### config.mk
export PLATFORM = sky130hd
export DESIGN_NAME = demux_4_reg
export DESIGN_NICKNAME = d
export VERILOG_FILES = /design/src/rtl/demux_pkg.sv /design/src/rtl/demux_lane.sv /design/src/rtl/demux_4_reg.sv
export SDC_FILE = /design/constraint.sdc
export NUM_CORES = 1
export LEC_CHECK = 0
export CAP_MARGIN = 5
export CORE_AREA = 2 2 90 136
export DETAILED_ROUTE_END_ITERATION = 7
export DIE_AREA = 0 0 92 138
export PLACE_DENSITY = 0.82
export RECOVER_POWER = 100
export SLEW_MARGIN = 40
export SYNTH_ARGS = -nofsm -noshare
export SYNTH_HDL_FRONTEND = slang
export SYNTH_HIERARCHICAL = 1
export SYNTH_SLANG_ARGS = --single-unit
### constraint.sdc
create_clock -name clk -period 1.85 [get_ports clk]
set_clock_uncertainty 0.15 [all_clocks]
set_input_delay 0.37 -clock clk [delete_from_list [all_inputs] [get_ports clk]]
set_output_delay 0.37 -clock clk [all_outputs]
set_load 0.005 [all_outputs]
### src/rtl/demux_pkg.sv
// Shared definitions for the registered 1-to-4 demultiplexer.
package demux_pkg;

    localparam int NUM_LANES = 4;
    localparam int SEL_W     = 2;

    // One-entry holding register occupancy.
    typedef enum logic {
        LANE_EMPTY = 1'b0,
        LANE_FULL  = 1'b1
    } lane_state_t;

endpackage

### src/rtl/demux_lane.sv
// One destination lane: a single-entry holding register with EMPTY/FULL
// state. A load while FULL is only ever issued together with a drain, so
// words stream through at one per cycle.
module demux_lane
    import demux_pkg::*;
#(
    parameter int WIDTH = 32
) (
    input  logic             clk,
    input  logic             rst_n,
    input  logic             load,
    input  logic             ready,
    input  logic [WIDTH-1:0] din,
    output logic             valid,
    output logic [WIDTH-1:0] data
);

    lane_state_t st, st_nxt;

    // State register, synchronous reset to EMPTY.
    always_ff @(posedge clk) begin
        if (!rst_n) st <= LANE_EMPTY;
        else        st <= st_nxt;
    end

    // Next state: fill on load, empty on drain without a refill.
    always_comb begin
        st_nxt = st;
        case (st)
            LANE_EMPTY: if (load)           st_nxt = LANE_FULL;
            LANE_FULL:  if (ready && !load) st_nxt = LANE_EMPTY;
            default:                        st_nxt = LANE_EMPTY;
        endcase
    end

    // Data register; keeps its last word while the lane is empty.
    always_ff @(posedge clk) begin
        if (!rst_n)    data <= '0;
        else if (load) data <= din;
    end

    assign valid = (st == LANE_FULL);

endmodule

### src/rtl/demux_4_reg.sv
// Registered 1-to-4 demultiplexer with per-lane valid/ready holding
// registers. Only the addressed lane can stall the input.
// Optional build macro: DEMUX_4_STATS_EN adds lane_count, four 8-bit
// wrapping counters of input transfers per lane.
module demux_4_reg
    import demux_pkg::*;
#(
    parameter int WIDTH = 32
) (
    input  logic                 clk,
    input  logic                 rst_n,
    input  logic                 in_valid,
    output logic                 in_ready,
    input  logic [SEL_W-1:0]     in_sel,
    input  logic [WIDTH-1:0]     in_data,
    output logic [NUM_LANES-1:0] out_valid,
    input  logic [NUM_LANES-1:0] out_ready,
    output logic [WIDTH-1:0]     out_data0,
    output logic [WIDTH-1:0]     out_data1,
    output logic [WIDTH-1:0]     out_data2,
    output logic [WIDTH-1:0]     out_data3
`ifdef DEMUX_4_STATS_EN
    ,
    output logic [31:0]          lane_count
`endif
);

    logic                             accept;
    logic [NUM_LANES-1:0]             load;
    logic [NUM_LANES-1:0][WIDTH-1:0]  lane_data;

    // The addressed lane can take a word if empty or draining this cycle.
    assign in_ready = ~out_valid[in_sel] | out_ready[in_sel];
    assign accept   = in_valid & in_ready;

    genvar i;
    generate
        for (i = 0; i < NUM_LANES; i++) begin : g_lane
            assign load[i] = accept & (in_sel == SEL_W'(i));

            demux_lane #(.WIDTH(WIDTH)) u_lane (
                .clk   (clk),
                .rst_n (rst_n),
                .load  (load[i]),
                .ready (out_ready[i]),
                .din   (in_data),
                .valid (out_valid[i]),
                .data  (lane_data[i])
            );
        end
    endgenerate

    assign out_data0 = lane_data[0];
    assign out_data1 = lane_data[1];
    assign out_data2 = lane_data[2];
    assign out_data3 = lane_data[3];

`ifdef DEMUX_4_STATS_EN
    logic [NUM_LANES-1:0][7:0] cnt;

    // Count input transfers per lane; fields wrap naturally at 255.
    always_ff @(posedge clk) begin
        if (!rst_n)      cnt <= '0;
        else if (accept) cnt[in_sel] <= cnt[in_sel] + 8'd1;
    end

    assign lane_count = cnt;
`endif

endmodule
### Word level (Yosys, flattened, before mapping)

Cells that the tools add are included.

| storage, ports and cells | value |
|---|---|
| input port bits | 41 |
| word-level logic and storage cells | 48 |
| output and inout bits | 133 |
| register bits | 132 |

| operators by class | value |
|---|---|
| reductions and logical operators | 9 |
| mux-type cells | 16 |
| equality and inequality tests | 3 |
| magnitude comparators | 1 |
| bitwise operators | 11 |

Operators by type and width:

| kind | number |
|---|---|
| 2-to-1 mux 1 bit | 10 |
| case mux 1 bit (2 select lines) | 4 |
| AND 1 bit | 5 |
| inverter 1 bit | 5 |
| binary-select mux 1 bit (select 2 bit) | 2 |
| == test 2 bit (second input constant) | 2 |
| logical AND 1 bit | 4 |
| logical NOT 1 bit | 4 |
| less-than comparator 2 x 3 -> 1 bit (second input constant) | 1 |
| == test 2 x 1 -> 1 bit (second input constant) | 1 |
| logical NOT 2 bit | 1 |
| OR 1 bit | 1 |

### Logic depth before layout (Yosys ltp)

Gate-level depths: netlist (run 1).

| depth | value |
|---|---|
| depth after elaboration | 10 |
| depth in mapped cells | 6 |
| mapped depth without buffers | 4 |

### Hierarchy

The synthesis (run 1) kept the hierarchy.

Modules (own cells, without submodules):

| module | area each (um^2) | times used | cells each |
|---|---|---|---|
| demux_lane | 1,277.5 | 4 | 106 |
| demux_4_reg | 101.3 | 1 | 9 |

### Worst setup path before layout (run 1)

Ideal clock, no wire load.

| timing path | value |
|---|---|
| kind | in2reg |
| start point | input out_ready[0] |
| end point | register g_lane[0].u_lane.data[0] |
| data arrival time | 1.262 ns |
| required time | 1.584 ns |
| slack | 0.322 ns |
| stages | 6 |
| cells stage by stage | nand2b_1 -> nor4bb_1 -> buf_6 -> buf_12 -> mux2i_1 -> nor2b_1 |

| on the way | value |
|---|---|
| cells in the longest elaborated chain, start to end | 5 |

Ends and longest elaborated chain:

| element | RTL line | RTL |
|---|---|---|
| start: declaration | demux_4_reg.sv:17 | `input logic [NUM_LANES-1:0] out_ready,` |
| binary-select mux 1 bit (select 2 bit) | demux_4_reg.sv:33 | `assign in_ready = ~out_valid[in_sel] \| out_ready[in_sel];` |
| 2-to-1 mux 1 bit (implied by the code) | demux_4_reg.sv:33 |  |
| OR 1 bit | demux_4_reg.sv:33 |  |
| AND 1 bit | demux_4_reg.sv:34 | `assign accept = in_valid & in_ready;` |
| AND 1 bit | demux_4_reg.sv:39 | `assign load[i] = accept & (in_sel == SEL_W'(i));` |
| via load[0] | demux_4_reg.sv:29 | `logic [NUM_LANES-1:0] load;` |
| end signal: assignment | demux_lane.sv:39 | `else if (load) data <= din;` |
| end: declaration | demux_lane.sv:15 | `output logic [WIDTH-1:0] data` |

The timed path passes the listed nets, and every way through them passes these cells. The select of a mux whose other input is x is not followed.
A chain may end at the register's enable or synchronous reset.

### Final worst setup path (run 1)

| timing path | value |
|---|---|
| start point | register g_lane[0].u_lane.st |
| end point | output in_ready |

| on the way | value |
|---|---|
| cells in the longest elaborated chain, start to end | 4 |

Ends and longest elaborated chain:

| element | RTL line | RTL |
|---|---|---|
| start: declaration | demux_lane.sv:18 | `lane_state_t st, st_nxt;` |
| start signal: assignment | demux_lane.sv:23 | `else st <= st_nxt;` |
| binary-select mux 1 bit (select 2 bit) | demux_4_reg.sv:33 |  |
| 2-to-1 mux 1 bit (implied by the code) | demux_4_reg.sv:33 |  |
| inverter 1 bit | demux_4_reg.sv:33 |  |
| OR 1 bit | demux_4_reg.sv:33 |  |
| end: declaration | demux_4_reg.sv:13 | `output logic in_ready,` |

Every way passes these cells. The select of a mux whose other input is x is not followed.

==> results_dict.tcl, run 1 <==
set metrics [dict create \
    status "finished with violations" \
    violations "negative setup slack" \
    ys.warnings.count 6 \
    nets 656 \
    r2r-start "g_lane[3].u_lane/valid" \
    ios 174 \
    first_pass_iters 4 \
    peakVddDrop_uv 673 \
    worstPathRequired_ns 1.33 \
    dpl_cell_area_mm2 0.00704 \
    worst_pin_slew_ns 0.474 \
    gr-total-overflow 0 \
    regToRegEndpoint "g_lane[3].u_lane/data[4]" \
    grt_pass1_wl_um 19900 \
    crit_type "reg2out" \
    design_area_mm2 0.00766 \
    syn_area_per_cell_um2 12.0 \
    synth_top_area_cell "dfxtp_1" \
    min_period_ns 1.95 \
    powerDensity_mw_per_mm2 915 \
    crit_arrival_ns 1.43 \
    yosysUniqueCellTypes 13 \
    area_growth_pct 47.0 \
    period_share 1.05 \
    p_leak_nw 2.67 \
    synthTopCellsByArea "dfxtp_1 (51%), mux2i_1 (25%), nor2b_1 (16%)" \
    drive_above_1_share 0.100 \
    route.detailed.drc 0 \
    crit_path_max_fanout 2 \
    start_kind "register" \
    antenna_cells 0 \
    grt.total_usage 0.201 \
    grt_pass1_vias 3850 \
    coreArea_mm2 0.0116 \
    die_x_um 92 \
    min-delay-start "out_ready[0]" \
    pre_cts_ws_ns -0.595 \
    critPathCaptureType "primary output" \
    yosysSeqAreaShare 0.507 \
    clock_latency_ns 0.40 \
    finalWeightedCongestion 0.745 \
    syn-num-nets 474 \
    ant_nets 0 \
    cts_buffers 17 \
    worst_hold_path.endpoint "g_lane[0].u_lane/valid" \
    synth_common_cells "dfxtp_1 (132), nor2b_1 (132), mux2i_1 (128)" \
    setup_viol 2 \
    holdPathStages 3 \
    cts_max_path_buffers 2 \
    die_h_um 138 \
    num-fill-cells 914 \
    die_area_mm2 0.0127 \
    cts.clk_slew.worst_paths_ns 0.05 \
    max_freq_mhz 514 \
    start_util 0.447 \
    ff2ff_path_depth 5 \
    antenna_found_initial 0 \
    cts_root_buf "clkbuf_16" \
    vias_per_cell 4.74 \
    cts_tree "built" \
    rows 49 \
    synth_flop_cell "dfxtp_1" \
    num_vias 3700 \
    drv_cap 0 \
    fin_util 0.657 \
    synth_top_area_frac 0.507 \
    report.final.slew_viol_count 0 \
    rsz0062_at_grt "yes" \
    layout_setup_ws_ns -0.0972 \
    drt-initial-drc-count 78 \
    syn-cell-area_mm2 0.00521 \
    cts-hold-fix-buffers 0 \
    routed_wl_um 12600 \
    hold_viol_final 0 \
    synth.ff_latch_count 132 \
    synthArstFlopShare 0 \
    multiInputGateArea_mm2 0.00227 \
    hold_path.class "in2reg" \
    synth_edf_count 0 \
    dp_hpwl_um 8820 \
    postSynthCellCount 433 \
    cts_max_level 4 \
    cts_sinks 132 \
    rrSetupSlack_ns 0.14 \
    grt_max_degree 69 \
    post_drt_wl_per_cell_um 16.2 \
    portBuffers 173 \
    timing.slew.headroom 0.684 \
    seqCellArea_mm2 0.00265 \
]
-- logic make-up (layout without fill, tap and decap cells) --
| kind of cell | Yosys count | count (layout) | synth area share |
|---|---|---|---|
| AOI/OAI and AO/OA | 4 | 4 | 0.00576 |
| DFF | 132 | 132 | 0.507 |
| buffers and inverters | 28 | 223 | 0.0634 |
| and+or+nand+nor | 140 | 140 | 0.174 |
| muxes | 129 | 129 | 0.250 |
-- routing by layer --
| layer | track usage | routed length [µm] | part of all wire | vias up |
|---|---|---|---|---|
| met2 | 0.365 | 6690 | 0.53 | 139 |
| met5 | 0 | 0 | 0 | - |
| met3 | 0.0703 | 922 | 0.073 | 24 |
| li1 | - | - | - | 1807 |
| met1 | 0.203 | 4670 | 0.37 | 1730 |
| met4 | 0.0951 | 337 | 0.027 | 0 |
-- final cells by class --
class	instances	share of cell area
sequential	132	0.346
tap	153	0.0250
timing repair buffer	191	0.255
clock inverter	13	0.0194
clock buffer	19	0.0578
multi-input combinational	273	0.297
-- critical path, cell delays in order (launching register included) --
cell and delay [ns]:
dfxtp_2 0.35, nand2b_4 0.06, mux4_2 0.47, buf_6 0.14
-- state kept, by name (all words and copies together), names as in the netlist --
name and flops:
g_lane.u_lane/valid 4, g_lane.u_lane/data 128
-- layout by cell type (no fill, tap or decap) --
cell / synthesis / final
clkdlybuf4s50_1: 0 / 157
nor2b_1: 132 / 132
mux2i_1: 128 / 128
dfxtp_1: 132 / 128
clkbuf_16: 0 / 17
buf_4: 0 / 9
dlygate4sd2_1: 0 / 9
buf_12: 12 / 8
nand2b_4: 2 / 4
inv_6: 0 / 4
o21a_1: 4 / 4
clkdlybuf4s25_1: 0 / 4
clkinv_4: 0 / 3
clkinvlp_4: 0 / 3
dfxtp_2: 0 / 3
bufinv_16: 0 / 2
mux4_2: 1 / 1
and4b_2: 0 / 1
and4b_1: 2 / 1
and4_2: 0 / 1
nor4bb_4: 0 / 1
clkbuf_8: 0 / 1
clkinv_2: 0 / 1
clkbuf_1: 12 / 1
dfxtp_4: 0 / 1
clkbuf_4: 0 / 1
buf_2: 0 / 1
dlymetal6s2s_1: 0 / 1
buf_6: 4 / 1
-- per-stage QoR --
stage	TNS (ns)	cells	hold WS (ns)	total power (W)
2_1_floorplan	0	433	0.348	0.00338
3_3_place_gp	-28.92	746	0.346	0.00374
3_5_place_dp	-36.63	746	0.350	0.00376
4_1_cts	-0.121	778	0.262	0.00708
5_1_grt	-0.854	781	0.281	0.00727
6_report	-0.126	781	0.273	0.00700
-- power by group --
group          internal (W)  switching, W  total, W
Combinational      0.000426      0.000271  0.000697
Clock               0.00204       0.00127   0.00331
Sequential          0.00294     0.0000542   0.00300
Total               0.00541       0.00160   0.00700
-- worst max path at each step --
stage / from / to / slack (ns) / depth (start not counted)
2_1_floorplan: out_ready[0] / g_lane[0].u_lane/data[0] / 0.32 / 6
3_3_place_gp: out_ready[0] / in_ready / -0.56 / 4
3_5_place_dp: out_ready[0] / in_ready / -0.59 / 4
4_1_cts: g_lane[3].u_lane/valid / in_ready / -0.12 / 3
5_1_grt: g_lane[0].u_lane/valid / in_ready / -0.13 / 3
6_report: g_lane[0].u_lane/valid / in_ready / -0.1 / 3
-- repair_timing --
item / CTS / global route
resized for setup: 20 / 6
endpoints found under the hold margin: 0 / 0
endpoints found under the setup margin: 5 / 16
pin swaps: 0 / 1
setup buffers: 0 / 3
(Power assumes the default switching activity.)
==> run 2, diff against run 1 <==
- CORE_AREA: 2 2 90 136 -> 2 2 89 134
- CTS_BUF_LIST: unset -> sky130_fd_sc_hd__clkbuf_4
- DIE_AREA: 0 0 92 138 -> 0 0 91 136
- HOLD_SLACK_MARGIN: unset -> 0.1
- PLACE_DENSITY: 0.82 -> 0.84
==> run 2 against run 1 <==
The run still ends with negative setup slack left. Flip-flop and latch count unchanged. Clock power down 37%. Worst hold slack worse by 0.044 ns. Die area down 2.5%. Final area down 6.1%. Critical path depth up 1. Utilization down 2.1 points. Worst setup slack worse by 0.18 ns. Critical endpoint unchanged. Largest power group is now sequential cells. Highest routed layer unchanged.
==> results_dict.tcl, run 2 (synthesis results as in run 1) <==
set metrics [dict create \
    status "finished with violations" \
    violations "negative setup slack" \
    dp_cells 747 \
    antenna_cells 0 \
    cts_tree "built" \
    grt.total_usage 0.211 \
    grt_max_degree 133 \
    path_cells "clkdlybuf4s50_1 > nand2b_1 > mux4_2 > buf_2" \
    start_kind "input port" \
    period_share 1.15 \
    cts_max_path_buffers 2 \
    peakVddDrop_uv 675 \
    rsz0062_at_grt "yes" \
    setup_viol 5 \
    crit_arrival_ns 1.60 \
    top_register "g_lane.u_lane/data" \
    cts_sinks 132 \
    die_area_mm2 0.0124 \
    critical_path_buf_inv_count 2 \
    cts.clk_slew.worst_paths_ns 0.12 \
    layout_setup_ws_ns -0.275 \
    num_vias 3802 \
    worst_pin_slew_ns 0.481 \
    drive_above_1_share 0.108 \
    ant_nets 0 \
    r2r-start "g_lane[1].u_lane/valid" \
    critPathCaptureType "primary output" \
    drv_cap 0 \
    nets 669 \
    area_growth_pct 37.9 \
    portBuffers 173 \
    die_x_um 91 \
    route.detailed.drc 0 \
    ios 174 \
    post_drt_wl_per_cell_um 16.3 \
    min-delay-start "rst_n" \
    finalPower_w 0.00572 \
    timing.slew.headroom 0.679 \
    clock_latency_ns 0.51 \
    fin_setup_tns_ns -0.288 \
    routed_wl_um 12900 \
    start_util 0.462 \
    final_common_cell "nor2b_1" \
    min_period_ns 2.12 \
    gr-total-overflow 0 \
    cts_root_buf "clkbuf_4" \
    powerDensity_mw_per_mm2 796 \
    whs_ns 0.229 \
    worstPathRequired_ns 1.33 \
    max_freq_mhz 471 \
    report.final.slew_viol_count 0 \
    p_leak_nw 3.12 \
    drt-initial-drc-count 102 \
    crit_path_max_fanout 2 \
    final_cell_mix "nor2b_1 (132), dlygate4sd2_1 (131), mux2i_1 (128), dfxtp_1 (128), clkdlybuf4s50_1 (39)" \
    coreArea_mm2 0.0113 \
    cpMaxStageDelayCell "mux4_2" \
    crit_type "in2out" \
    cpPeakStageDelay_ns 0.46 \
    hold_viol_final 0 \
    grt_pass1_vias 4016 \
    final_cells 789 \
    cts-hold-fix-buffers 0 \
    largest_reg_flops 128 \
    cts_max_level 4 \
    cp-startpoint "out_ready[2]" \
    antenna_found_initial 0 \
    vias_per_cell 4.82 \
    num-fill-cells 1012 \
    dp_hpwl_um 8920 \
    die_h_um 136 \
    hold_path.class "in2reg" \
    rows 48 \
    first_pass_iters 4 \
    crit_family "buffers and inverters" \
    finalWeightedCongestion 0.785 \
    grt_pass1_wl_um 20700 \
    cts_buffers 17 \
]
==> run 2: changes by cell type in the layout (fill, tap and decap cells not counted), moves of 4 or more <==
cell / change
dlygate4sd2_1: +122
clkdlybuf4s50_1: -118
clkbuf_4: +23
clkbuf_16: -17
buf_12: -7
clkdlybuf4s25_1: -4
clkbuf_2: +4
buf_4: +8
==> run 2: through the flow <==
stage | setup WS, ns | cell area (µm²) | util
floorplan | 0.322 | 5210 | -
global placement | -0.587 | 7110 | 0.629
detailed placement | -0.558 | 7110 | 0.629
CTS | -0.281 | 7450 | 0.660
global route | -0.305 | 7190 | 0.637
finish | -0.275 | 7190 | 0.637
==> run 2: cell type report <==
class	instances	area, µm²	area share
multi-input combinational	273	2250	0.313
clock buffer	17	128	0.0178
timing repair buffer	204	1790	0.249
tap	150	188	0.0261
sequential	132	2650	0.368
clock inverter	13	185	0.0258
==> run 2: power by group <==
| group | switching, W | internal [W] | total (W) |
|---|---|---|---|
| clock network | 0.00104 | 0.00106 | 0.00210 |
| logic | 0.000273 | 0.000356 | 0.000629 |
| registers | 0.0000503 | 0.00294 | 0.00299 |
==> run 2: worst register-to-register path, delay by kind of cell, from the launching register on <==
| family | cells | cell delay, ns |
|---|---|---|
| buf+inv | 1 | 0.45 |
| simple gates | 3 | 0.39 |
| mux | 1 | 0.26 |
| flops | 1 | 0.36 |
==> run 2: path summary, 6_finish.rpt <==
check,end,slack (ns),cells after the start
max,in_ready,-0.27,4
min,g_lane[0].u_lane/valid,0.23,3
max reg2reg,g_lane[1].u_lane/data[21],0.14,5
min reg2reg,g_lane[3].u_lane/data[3],0.37,2
==> run 2: repair_timing <==
item                       in CTS  in global routing
setup endpoints to repair     133                  2
buffers inserted               12                  0
gates resized for setup       223                  1
==> run 2: routing by layer <==
metal  vias to the layer above  share of wire  GRT usage
met2                       140           0.52      0.376
met3                        13          0.069     0.0726
met4                         0          0.014     0.0774
met5                         -              0          0
li1                       1832              -          -
met1                      1817           0.40      0.232
==> run 3, diff against run 2 <==
- ABC_CLOCK_PERIOD_IN_PS: unset -> 1850
==> results of run 3 <==
The final DEF is identical to that of run 2; final timing and power are the same.
